### src/rtl/div_unit.sv
// rtl/div_unit.sv - radix-2 restoring divider for DIV/DIVU/REM/REMU; optional early-out via DIV_FAST_PATH_EN
module div_unit #(
    parameter int DATA_WIDTH = 32,
    parameter int CNT_WIDTH  = 5
) (
    input  logic                  clk,
    input  logic                  rst,
    input  logic                  div_start_i,
    input  logic [1:0]            div_op_i,
    input  logic [DATA_WIDTH-1:0] dividend_i,
    input  logic [DATA_WIDTH-1:0] divisor_i,
    input  logic                  div_flush_i,
    output logic                  div_res_ready_o,
    output logic [DATA_WIDTH-1:0] div_result_o,
    output logic                  div_busy_o
);

    typedef enum logic [1:0] {IDLE, CALC, DONE} state_t;

    state_t                state, state_nxt;
    logic [CNT_WIDTH-1:0]  cnt;
    logic [DATA_WIDTH-1:0] quo, rem, dvs, result;
    logic                  rem_sel, neg_quo, neg_rem, div_zero;

    logic                  in_signed, a_neg, b_neg, accept, fast, last_iter, load_result;
    logic [DATA_WIDTH-1:0] a_abs, b_abs, fast_result, result_nxt;
    logic [DATA_WIDTH:0]   shifted;
    logic                  fits;
    logic [DATA_WIDTH-1:0] rem_nxt, quo_nxt;

    // Sign restoration on the magnitudes; a zero divisor forces an all-ones quotient.
    function automatic logic [DATA_WIDTH-1:0] fixup(
        input logic [DATA_WIDTH-1:0] q_abs,
        input logic [DATA_WIDTH-1:0] r_abs,
        input logic                  sel_rem,
        input logic                  nq,
        input logic                  nr,
        input logic                  dz
    );
        logic [DATA_WIDTH-1:0] q, r;
        q = dz ? '1 : (nq ? -q_abs : q_abs);
        r = nr ? -r_abs : r_abs;
        return sel_rem ? r : q;
    endfunction

    assign in_signed = ~div_op_i[0];
    assign a_neg     = in_signed & dividend_i[DATA_WIDTH-1];
    assign b_neg     = in_signed & divisor_i[DATA_WIDTH-1];
    assign a_abs     = a_neg ? -dividend_i : dividend_i;
    assign b_abs     = b_neg ? -divisor_i : divisor_i;
    assign accept    = (state == IDLE) && div_start_i && !div_flush_i;

`ifdef DIV_FAST_PATH_EN
    logic in_zero, in_ovf, in_small;
    assign in_zero  = (divisor_i == '0);
    assign in_ovf   = in_signed && (dividend_i == {1'b1, {(DATA_WIDTH-1){1'b0}}}) && (divisor_i == '1);
    assign in_small = (a_abs < b_abs);
    assign fast     = in_zero | in_ovf | in_small;
    // Overflow magnitude is |MIN| / 1, so the quotient magnitude is the dividend magnitude itself.
    assign fast_result = fixup(in_zero ? '1 : (in_ovf ? a_abs : '0),
                               in_ovf ? '0 : a_abs,
                               div_op_i[1], a_neg ^ b_neg, a_neg, in_zero);
`else
    assign fast        = 1'b0;
    assign fast_result = '0;
`endif

    // One restoring step: shift {rem,quo} left, subtract divisor when it fits.
    assign shifted = {rem, quo[DATA_WIDTH-1]};
    assign fits    = (shifted >= {1'b0, dvs});
    assign rem_nxt = fits ? (shifted[DATA_WIDTH-1:0] - dvs) : shifted[DATA_WIDTH-1:0];
    assign quo_nxt = {quo[DATA_WIDTH-2:0], fits};

    assign last_iter   = (state == CALC) && (&cnt);
    assign load_result = !div_flush_i && (last_iter || (accept && fast));
    assign result_nxt  = (state == IDLE) ? fast_result
                                         : fixup(quo_nxt, rem_nxt, rem_sel, neg_quo, neg_rem, div_zero);

    always_comb begin
        state_nxt = state;
        if (div_flush_i) begin
            state_nxt = IDLE;
        end else begin
            case (state)
                IDLE:    if (div_start_i) state_nxt = fast ? DONE : CALC;
                CALC:    if (&cnt) state_nxt = DONE;
                DONE:    state_nxt = IDLE;
                default: state_nxt = IDLE;
            endcase
        end
    end

    always_ff @(posedge clk or posedge rst) begin
        if (rst) begin
            state    <= IDLE;
            cnt      <= '0;
            quo      <= '0;
            rem      <= '0;
            dvs      <= '0;
            result   <= '0;
            rem_sel  <= 1'b0;
            neg_quo  <= 1'b0;
            neg_rem  <= 1'b0;
            div_zero <= 1'b0;
        end else begin
            state <= state_nxt;
            if (accept) begin
                rem_sel  <= div_op_i[1];
                neg_quo  <= a_neg ^ b_neg;
                neg_rem  <= a_neg;
                div_zero <= (divisor_i == '0);
                dvs      <= b_abs;
                quo      <= a_abs;
                rem      <= '0;
                cnt      <= '0;
            end else if (state == CALC) begin
                quo <= quo_nxt;
                rem <= rem_nxt;
                cnt <= cnt + 1'b1;
            end
            if (load_result) result <= result_nxt;
        end
    end

    assign div_res_ready_o = (state == DONE) && !div_flush_i;
    assign div_busy_o      = (state != IDLE);
    assign div_result_o    = result;

endmodule

### config.mk
export PLATFORM = sky130hd
export DESIGN_NAME = div_unit
export DESIGN_NICKNAME = d
export VERILOG_FILES = /design/src/rtl/div_unit.sv
export SDC_FILE = /design/constraint.sdc
export NUM_CORES = 1
export LEC_CHECK = 0
export BUFFER_PORTS_ARGS = -buffer_cell sky130_fd_sc_hd__buf_2
export CAP_MARGIN = 30
export CORE_MARGIN = 2
export CORE_UTILIZATION = 47
export DETAILED_ROUTE_END_ITERATION = 12
export PLACE_DENSITY = 0.77
export SETUP_SLACK_MARGIN = 0.05
export SLEW_MARGIN = 15
export SYNTH_ARGS = -nofsm -noshare
export SYNTH_HDL_FRONTEND = slang
export SYNTH_SLANG_ARGS = --single-unit
### constraint.sdc
create_clock -name clk -period 8.3 [get_ports clk]
set_input_delay 1.66 -clock clk [delete_from_list [all_inputs] [get_ports clk]]
set_output_delay 1.66 -clock clk [all_outputs]
set_load 0.03 [all_outputs]
==> summary.md <==
| Metric | Value |
|---|---|
| Status | finished, final reports clean |
| Max-Cap Viols | 0 |
| DP HPWL | 26,620 µm |
| Syn_nets | 1,557 |
| Area grow syn2layout | 11.59% |
| CP Capture Type | register |
| Sw Pwr | 0.002521 W |
| DR DRC count | 0 |
| Power Total | 0.004826 W |
| Synth unique cells | 86 |
| Flop2flop setup slack | 2470 ps |
| Number of global-route vias before repair | 10,600 |
| Unrepaired setup endpoints after global routing | no |
| Port Buffer Count | 103 |
| Setup Buffers After CTS | 0 |
| Most frequent CP cell | ha_1 |
| Cells after synthesis | 1,448 |
| Max Clk Rate | 171.5 MHz |
| DRT antenna net count | 0 |
| Synth warn | 0 |
| Pwr dens | 376.8 nW/µm² |
| CTS tree | yes |
| Root buffer cell | clkbuf_16 |
| Layout fillers | 2,301 |
| Worst hold path depth | 1 |
| N_diodes | 0 |
| Post-cts sizing count | 0 |
| Setup CP Type | register to register |
| Slowest CP cell | o311ai_2 |
| Tmin final | 5831 ps |
| Via count | 11,330 |
| Largest stage delay on the critical path | 540 ps |
| Worst-margin pin slew | 890.8 ps |
| Global-route wire length before repair | 57,060 µm |
| Total GRT Usage | 27.66% |
| Clock Tree Buf Depth | 2 |
| Hold_buf cts | 0 |
| Hold violation count in the final report | 0 |
| Total congestion overflow | 0 |
| Clock Sinks | 139 |
| Rel. slew slack | 39.08% |
| Period utilisation layout | 70.25% |
| HP Start | div_result_o[5]$_DFFE_PP0P_ |
| IO Pins | 104 |
| Register-to-Register Path Depth | 18 |
| Worst setup SP type | register |
| RR Startpoint | rem[0]$_DFFE_PP0P_ |
| Largest net degree at the start of global routing | 94 |
| Fraction of layout cells with a size suffix above 1 | 12.44% |
| Critical path buffer and inverter count | 1 |
| Top FF cell, synth | dfrtp_1 |
| Starting Density | 47.47% |
| Avg Cell Area, Syn | 7.925 µm² |
| Final setup viols | 0 |
| Lkg Pwr | 5.639 nW |
| Switching part of the total | 52.23% |
| Routability cong. | 0.9678 |
| Slew Viols, Final | 0 |
| Comb power frac | 61.3% |
| Post-synth EDFFs | 0 |
| Initial antenna violation count | 0 |
| Seq/Total Area, Yosys | 30.31% |
| Via density | 6.172 |
| Part of the power in the clock network | 16.5% |
| Num rows | 57 |
| VDD IR max | 0.2094 mV |
| Nets@finish | 1,607 |
| Worst EP required | 8610 ps |
| Routed WL | 35,180 µm |
| H-tree depth | 4 |
| WHS Endpoint | div_result_o[5]$_DFFE_PP0P_ |
| Setup TNS | 0 ps |
| Full die area | 25,680 µm² |
| Cell internal pwr | 0.002305 W |
| Fraction of registers with async set/reset | 100.0% |
| CTS Buf Count | 17 |
| Area of the core | 24,180 µm² |
| Chip width | 160.3 µm |
| Initial DRC count | 1,023 |
| CP top delay family | compound AO/OA/AOI/OAI gates |
| FF-to-FF End | div_result_o[30]$_DFFE_PP0P_ |
| Crit path max fanout | 26 |
| Clock skew | 18.16 ps |
| CTS clock-pin slew for the worst setup and hold paths | 80 ps |
| Clock latency on the worst-skew pair | 440 ps |
| Seq pwr share | 22.2% |
| Die Height | 160.3 µm |
| Min-delay worst type | register to register |
| Min Hold Slack | 474.1 ps |
| WL/cell | 19.17 µm |
| Worst EP arrival | 6140 ps |
| Drt first pass iters | 5 |
| Yosys reg bits | 139 |
| CP cell instances | ha_1, and2b_1, o2111ai_1, a21oi_2, o311ai_2, nand2_2, buf_4, o21ai_0, ha_1, nand2_1, or3_1, nor2_1, nand3_1, o31a_1, nand2b_1, nor4_1, mux2i_1, o21ai_1 |
| Netlist Area Pre-Place | 11,480 µm² |
-- logic make-up after synthesis --
| family | share of synthesized area, % |
|---|---|
| buffers and inverters | 5.004 |
| flip-flops | 30.31 |
| AO/OA/AOI/OAI | 27.27 |
| AND/OR/NAND/NOR | 21.51 |
| multiplexers | 1.744 |
| adder cells (fa/ha/maj) | 4.318 |
| XOR/XNOR | 9.845 |
-- layout make-up --
type	count	area, µm²	share of cell area, %
tap	324	405.4	3.166
clock buffer	18	439.2	3.429
clock inverter	14	166.4	1.299
multi-input combinational	1165	7441	58.10
inverter	54	207.7	1.622
timing repair buffer	121	668.1	5.217
sequential	139	3478	27.16
-- placed cells by master, fill, tap and decap left out, types with 12 or more instances in the layout --
master     instances
xor2_1            71
a21o_1            37
nand4_1           20
o41ai_1           12
nand2_1          161
a22oi_1           23
dfrtp_1          139
ha_1              38
inv_1             52
a21oi_1           82
nor3_1            39
o21ai_0          147
mux2i_1           20
or3_1             18
clkbuf_16         17
nand3_1           61
a31oi_1           19
buf_2            104
nor2_1            96
buf_4             16
o31ai_1           29
a221oi_1          25
nor4_1            24
xnor2_1           58
-- power by group through the flow --
stage	Sequential [W]	Combinational, W	Clock (W)
detailed placement	0.00107	0.00287	0
CTS	0.00106	0.00289	0.000800
global route	0.00109	0.00324	0.000833
finish	0.00107	0.00296	0.000796
floorplan	0.00100	0.00215	0
global placement	0.00107	0.00285	0
-- stage by stage --
step           util, %  worst slack, ps  cell area, µm²  std cells
2_1_floorplan        -             2915           11480       1448
3_3_place_gp     50.30             2891           12160       1800
3_5_place_dp     50.33             2618           12170       1801
4_1_cts          52.83             2589           12770       1833
5_1_grt          52.97             2066           12810       1835
6_report         52.97             2469           12810       1835
-- metal layers --
| metal | share of wire (%) | global-route usage [%] | routed length (µm) | up-vias |
|---|---|---|---|---|
| li1 | - | - | - | 5419 |
| met1 | 43 | 37.57 | 15260 | 5399 |
| met2 | 47 | 44.61 | 16390 | 443 |
| met3 | 7.0 | 4.545 | 2449 | 64 |
| met4 | 3.1 | 10.03 | 1078 | 0 |
| met5 | 0 | 0 | 0 | - |
-- how the worst max path moves through the flow --
stage | startpoint | endpoint | slack, ps | cells past startpoint
global route | rem[7]$_DFFE_PP0P_ | div_result_o[30]$_DFFE_PP0P_ | 2070 | 18
CTS | rem[0]$_DFFE_PP0P_ | div_result_o[30]$_DFFE_PP0P_ | 2590 | 18
global placement | rem[6]$_DFFE_PP0P_ | div_result_o[30]$_DFFE_PP0P_ | 2890 | 19
detailed placement | rem[0]$_DFFE_PP0P_ | div_result_o[30]$_DFFE_PP0P_ | 2620 | 18
floorplan | rst | cnt[0]$_DFFE_PP0P_ | 2920 | 1
finish | rem[0]$_DFFE_PP0P_ | div_result_o[30]$_DFFE_PP0P_ | 2470 | 18
-- sequential cells by signal, indices dropped and copies added, names as in the netlist, 2 cells and up --
| register | cells |
|---|---|
| cnt | 5 |
| div_result_o | 32 |
| dvs | 32 |
| quo | 32 |
| rem | 32 |
| state | 2 |
-- Yosys cell counts, drive strengths merged, types with 20 or more instances --
master	number	area (µm²)
a21o	37	277.8
nor4	24	150.1
xor2	71	621.9
a21oi	86	445.4
nor2	96	360.4
xnor2	58	508.0
clkbuf	66	251.5
a22oi	23	172.7
o21ai	151	755.7
buf	24	120.1
nand2	163	614.3
nand3	61	305.3
o31ai	31	251.5
nand4	20	125.1
dfrtp	139	3478
inv	54	202.7
nor3	39	195.2
a221oi	25	219.0
ha	38	475.5
mux2i	20	200.2
(Power assumes the default switching activity.)
